==> src/rtl/ud_counter_n.sv <==
// ud_counter_n: single-clock up/down counter with programmable modulus,
// parallel load, synchronous clear, wrap-or-saturate behaviour,
// combinational terminal count, registered terminal event pulse and a
// sticky overflow/underflow flag.
module ud_counter_n #(
  parameter int              WIDTH    = 4,
  parameter longint unsigned MAX      = (64'd1 << WIDTH) - 64'd1,
  parameter bit              SATURATE = 1'b0
) (
  input  logic             clk,
  input  logic             rst_n,
  input  logic             en,
  input  logic             up,
  input  logic             load,
  input  logic [WIDTH-1:0] din,
  input  logic             clr,
  output logic [WIDTH-1:0] q,
  output logic [WIDTH-1:0] qb,
  output logic             tc,
  output logic             evt,
  output logic             ovf
);

  localparam logic [WIDTH-1:0] C_MAX  = MAX[WIDTH-1:0];
  localparam logic [WIDTH-1:0] C_ZERO = {WIDTH{1'b0}};
  localparam logic [WIDTH-1:0] C_ONE  = {{(WIDTH-1){1'b0}}, 1'b1};

  // Load values above the modulus are pinned to MAX so q never leaves 0..MAX.
  function automatic logic [WIDTH-1:0] clamp_to_max(input logic [WIDTH-1:0] value);
    logic [WIDTH-1:0] result;
    if (value > C_MAX) begin
      result = C_MAX;
    end else begin
      result = value;
    end
    return result;
  endfunction

  logic [WIDTH-1:0] r_q;
  logic             r_evt;
  logic             r_ovf;

  logic [WIDTH-1:0] w_q_nxt;
  logic             w_evt_nxt;
  logic             w_ovf_nxt;
  logic             w_at_max;
  logic             w_at_zero;
  logic             w_tc;
  logic             w_term_step;

  assign w_at_max  = (r_q == C_MAX);
  assign w_at_zero = (r_q == C_ZERO);

  // Terminal count: enabled and sitting on the boundary in the current direction.
  always_comb begin
    w_tc = 1'b0;
    if (en) begin
      if (up) begin
        w_tc = w_at_max;
      end else begin
        w_tc = w_at_zero;
      end
    end else begin
      w_tc = 1'b0;
    end
  end

  // A terminal step is a boundary count that is not overridden by clr or load.
  assign w_term_step = w_tc & ~clr & ~load;

  // Next-count selection with clr > load > en > hold priority.
  always_comb begin
    w_q_nxt = r_q;
    if (clr) begin
      w_q_nxt = C_ZERO;
    end else if (load) begin
      w_q_nxt = clamp_to_max(din);
    end else if (en) begin
      if (up) begin
        if (w_at_max) begin
          w_q_nxt = SATURATE ? C_MAX : C_ZERO;
        end else begin
          w_q_nxt = r_q + C_ONE;
        end
      end else begin
        if (w_at_zero) begin
          w_q_nxt = SATURATE ? C_ZERO : C_MAX;
        end else begin
          w_q_nxt = r_q - C_ONE;
        end
      end
    end else begin
      w_q_nxt = r_q;
    end
  end

  // Event pulse follows each terminal step; overflow is sticky until clr.
  always_comb begin
    w_evt_nxt = 1'b0;
    w_ovf_nxt = r_ovf;
    if (clr) begin
      w_evt_nxt = 1'b0;
      w_ovf_nxt = 1'b0;
    end else begin
      w_evt_nxt = w_term_step;
      w_ovf_nxt = r_ovf | w_term_step;
    end
  end

  // State registers with asynchronous clear to the idle state.
  always_ff @(posedge clk or negedge rst_n) begin
    if (!rst_n) begin
      r_q   <= C_ZERO;
      r_evt <= 1'b0;
      r_ovf <= 1'b0;
    end else begin
      r_q   <= w_q_nxt;
      r_evt <= w_evt_nxt;
      r_ovf <= w_ovf_nxt;
    end
  end

  assign q   = r_q;
  assign qb  = ~r_q;
  assign tc  = w_tc;
  assign evt = r_evt;
  assign ovf = r_ovf;

endmodule
==> config.mk <==
export PLATFORM = sky130hd
export DESIGN_NAME = ud_counter_n
export DESIGN_NICKNAME = d
export VERILOG_FILES = /design/src/rtl/ud_counter_n.sv
export SDC_FILE = /design/constraint.sdc
export NUM_CORES = 1
export LEC_CHECK = 0
export CAP_MARGIN = 20
export CORE_AREA = 2 2 39 41
export DETAILED_ROUTE_END_ITERATION = 16
export DIE_AREA = 0 0 41 43
export GPL_TIMING_DRIVEN = 0
export MAX_ROUTING_LAYER = met4
export PLACE_DENSITY = 0.7
export SYNTH_ARGS = -nofsm -noshare
export SYNTH_HDL_FRONTEND = slang
export SYNTH_SLANG_ARGS = --single-unit
==> constraint.sdc <==
create_clock -name clk -period 2.7 [get_ports clk]
set_input_delay 0.54 -clock clk [delete_from_list [all_inputs] [get_ports clk]]
set_output_delay 0.54 -clock clk [all_outputs]
set_load 0.01 [all_outputs]
### Word-level counts from Yosys, hierarchy flattened

Index checks and enable logic that the tools add are counted.

| storage, ports and cells | value |
|---|---|
| output and inout bits | 11 |
| bits in latches | 0 |
| bits in writable memories | 0 |
| register bits after elaboration | 6 |
| memories kept | 0 |
| input port bits | 10 |
| bits in read-only memories | 0 |
| word-level logic and storage cells | 26 |

| cells by class | value |
|---|---|
| equal/unequal tests | 1 |
| divide/modulo/power cells | 0 |
| reductions and logical operators | 2 |
| multiply operators | 0 |
| $lt $le $gt $ge | 1 |
| muxes and demuxes | 11 |
| bitwise gates (word level) | 6 |
| $add $sub $neg | 2 |
| shifts and indexed selects | 0 |

Operators by type and width:

| cell | number |
|---|---|
| 4-bit two-way mux | 7 |
| 4-bit by 1-bit adder with 4-bit output (second input constant) | 1 |
| 4-bit equality test (second input constant) | 1 |
| 4-bit > comparator (second input constant) | 1 |
| 4-bit zero test | 1 |
| 1-bit two-way mux | 4 |
| 4-bit inverter | 1 |
| 4-bit by 1-bit subtractor with 4-bit output (second input constant) | 1 |
| 3-bit nonzero test | 1 |
| 1-bit bitwise AND | 2 |
| 1-bit inverter | 2 |
| 1-bit OR | 1 |

### Longest topological paths before layout

| depth | value |
|---|---|
| depth in word-level cells | 7 |
| depth in mapped cells | 7 |
| mapped depth without buffers | 6 |

### Worst setup path after synthesis

No wires, ideal clock.

| timing path | value |
|---|---|
| path type | reg2out |
| start | reg r_q[0] (netlist: q[0]) |
| end | out tc |
| arrival | 1309 ps |
| stages on the path, launching flop included | 7 |
| slack | 851 ps |
| cells stage by stage | dfrtp_1 > clkbuf_2 > inv_1 > ha_1 > nor4b_1 > o21ai_0 > inv_1 |

| on the way | value |
|---|---|
| cells in the longest elaborated chain, start to end | 3 |
| elaborated cells between the ends (all ways) | 4 |
| classes of those cells | eq/ne: 1; mux: 2; reduce/logical: 1 |

RTL lines:

| item | RTL line | RTL |
|---|---|---|
| start, declared | 39 | `logic [WIDTH-1:0] r_q;` |
| start signal, assigned | 117 | `r_q <= w_q_nxt;` |
| 4-bit equality test or 4-bit zero test (tied branches) | 51, 52 |  |
| 1-bit two-way mux * | 58 | `if (up) begin` |
| 1-bit two-way mux * | 57 | `if (en) begin` |
| end, declared | 19 | `output logic tc,` |

Every way passes the cells marked *; elsewhere a longest branch is shown, timed or not.

### Worst setup path in the final report

Ends and elaborated chain as after synthesis.

==> flow_metrics.tcl <==
set metrics [dict create \
    status "completed" \
    syn_nets 63 \
    numCtsBuffers 3 \
    r2r_end "q[0]$_DFFE_PN0P_" \
    critPathCaptureType "output port" \
    fin_hold_ws_ns 0.477 \
    wl_mm 1.03 \
    antenna_found_initial 0 \
    critPathMaxFanout 8 \
    switching_power_uw 74.8 \
    clk_latency_ns 0.24 \
    netlist_area_sq_um 437 \
    initial_core_util_pct 31.6 \
    ys_ff_latch 6 \
    syn_to_final_growth_pct 54.7 \
    grt_max_degree 10 \
    leakage_uw 0.000306 \
    fp-row-count 14 \
    route.vias.total 451 \
    grt_pass1_wl_mm 1.70 \
    grt-ovfl-total 0 \
    p_seq_share_pct 38.7 \
    rsz0062_at_grt "no" \
    min_period_over_period_pct 93.0 \
    die_h_microns 43 \
    required_ns 2.16 \
    timing.rr.start "q[0]$_DFFE_PN0P_" \
    cts_hold_buf 0 \
    dp_slack_ns 0.245 \
    synth_cells 51 \
    final_cells 89 \
    cts_tree "yes" \
    ys_warn_count 0 \
    hold_viol_final 0 \
    clock-sinks 6 \
    die_w_microns 41 \
    power_density_nw_per_um2 400 \
    drtAntennaViolNets 0 \
    core-area_sq_um 1380 \
    dp_hpwl_microns 823 \
    tightest_slew_ns 0.305 \
    intPower_uw 195 \
    peakVddDrop_uv 279 \
    cts-root-buf "clkbuf_4" \
    firstDrtPassIters 2 \
    fin_crit_ns 2.51 \
    final_util_pct 48.8 \
    grt_pass1_vias 397 \
    floorplan.die_area_sq_um 1760 \
    place_congestion 0.786 \
    ys_types 27 \
    criticalPathCategory "register to output port" \
    fmax_mhz 398 \
    endpoint "tc" \
    cts_buffer_depth 2 \
    syn_avg_cell_area_sq_um 8.56 \
    cp-start-kind "register" \
    routedWlPerCell_microns 11.6 \
    combPwrFrac_pct 32.2 \
    clkPwrFrac_pct 29.1 \
    min_path_type "register to register" \
    clk_pin_slew_ns 0.04 \
    cp-startpoint "q[0]$_DFFE_PN0P_" \
    swShare_pct 27.7 \
    clock-skew-final_ns 0.00387 \
    htree_levels 1 \
    drtIter0Drc 4 \
    drc_errors 0 \
    maxCapViolCount 0 \
    nets 87 \
    r2r_cells 7 \
    rrSetupSlack_ns 1.01 \
    cp.arrival_ns 1.97 \
    n_fill_cell 135 \
    grtUsageTotal_pct 14.7 \
    drive_gt1_share_pct 11.0 \
    port_buffers 19 \
    final.setup.tns_ns 0 \
    viasPerCell 5.07 \
    setup_slack_ns 0.188 \
    antennaDiodeCount 0 \
    slew_headroom_pct 79.4 \
    final-max-slew-violation-count 0 \
    finalSetupViolations 0 \
    placed_cells 86 \
    pin_count 21 \
    synth_seq_area_share_pct 34.4 \
]
-- cell families after synthesis --
group                      count (synthesis)  synth area share [%]
AOI/OAI and AO/OA                         15                  21.8
and+or+nand+nor                           15                  19.5
buffers and inverters                      9                  9.74
DFF                                        6                  34.4
xor gates and xnor gates                   2                  4.01
muxes                                      2                  4.87
adders and majority gates                  2                  5.73
-- area by class of cell --
type                            instances  area (sq um)  area share [%]
Multi-Input combinational cell         36           250            37.0
Timing Repair Buffer                   19           190            28.1
Sequential cell                         6           150            22.2
Inverter                                7          26.3            3.89
Clock buffer                            3          22.5            3.33
Tap cell                               16          20.0            2.96
Buffer                                  2          16.3            2.41
-- power groups by stage --
stage | sequential (uW) | combinational, uW | clock [uW]
after floorplan | 106 | 39.8 | 0
after global placement | 105 | 86.2 | 0
after detailed placement | 106 | 86.9 | 0
after CTS | 104 | 87.4 | 84.1
after global routing | 106 | 96.1 | 89.6
final | 104 | 87.2 | 78.7
-- cell usage after synthesis --
cell,number,area [sq um]
inv_1,7,26.3
nand4_1,1,6.26
clkbuf_2,1,5.00
o21a_1,1,7.51
dfrtp_1,6,150
xnor2_1,1,8.76
nor4_1,1,6.26
nor3_1,3,15.0
nand2_1,4,15.0
o21bai_1,1,7.51
mux2i_1,1,10.0
a21o_1,1,7.51
xor2_1,1,8.76
o311ai_0,1,8.76
a21boi_0,1,7.51
ha_1,2,25.0
mux2_1,1,11.3
and3_2,1,7.51
o221ai_1,1,8.76
and4_2,1,10.0
a211oi_1,1,7.51
nor2_1,2,7.51
nor4b_1,1,8.76
o21ai_0,3,15.0
a21oi_1,5,25.0
buf_6,1,11.3
or3b_1,1,8.76
-- cells in the final DEF (no fill, tap or decap) --
master and n:
nor4b_2 1, inv_1 7, o221ai_1 1, a211oi_1 1, nand2_1 4, and4_2 1
o21ai_1 1, o21a_1 1, and3_2 1, nand4_1 1, clkbuf_2 1, a21boi_0 1
mux2_1 1, clkdlybuf4s50_1 19, nor4_1 1, o311ai_0 1, buf_6 1, a21o_1 1
xnor2_1 1, dfrtp_1 6, mux2i_1 1, o21bai_1 1, a21oi_1 5, o21ai_0 2
nor2_1 2, clkbuf_4 3, nor3_1 3, or3b_1 1, ha_1 2, xor2_1 1
-- worst min-delay path by stage --
stage / start / to / cells past startpoint
3_5_place_dp: ovf$_DFF_PN0_ / ovf$_DFF_PN0_ / 1
2_1_floorplan: rst_n / evt$_DFF_PN0_ / 0
5_1_grt: ovf$_DFF_PN0_ / ovf$_DFF_PN0_ / 1
6_report: ovf$_DFF_PN0_ / ovf$_DFF_PN0_ / 1
3_3_place_gp: ovf$_DFF_PN0_ / ovf$_DFF_PN0_ / 1
4_1_cts: ovf$_DFF_PN0_ / ovf$_DFF_PN0_ / 1
-- metrics by stage --
stage	total power (uW)	area, sq um
detailed placement	193	647
finish	270	676
CTS	276	669
floorplan	146	437
global route	292	676
global placement	192	647
-- critical path, cell delays in order (launching register included) --
cell and delay [ns]:
dfrtp_1 0.38, clkbuf_2 0.17, inv_1 0.10, ha_1 0.19
nor4b_2 0.20, o21ai_1 0.10, inv_1 0.07, clkdlybuf4s50_1 0.52
-- what timing repair did --
action / CTS / global route
gates resized for setup: 0 / 2
buffers inserted: 0 / 0
endpoints found under the setup margin: 0 / 1
-- layer usage --
metal,vias up,track usage (%),share of wire [%]
met5,-,-,0
met4,0,4.00,0
met3,0,6.28,4.9
met2,9,20.0,52
met1,215,19.7,43
li1,227,-,-
-- sequential cells by signal, summed over array words and instances (netlist names) --
signal  cells
q           4
evt         1
ovf         1
Note: power is estimated with default switching activity, not from simulation.
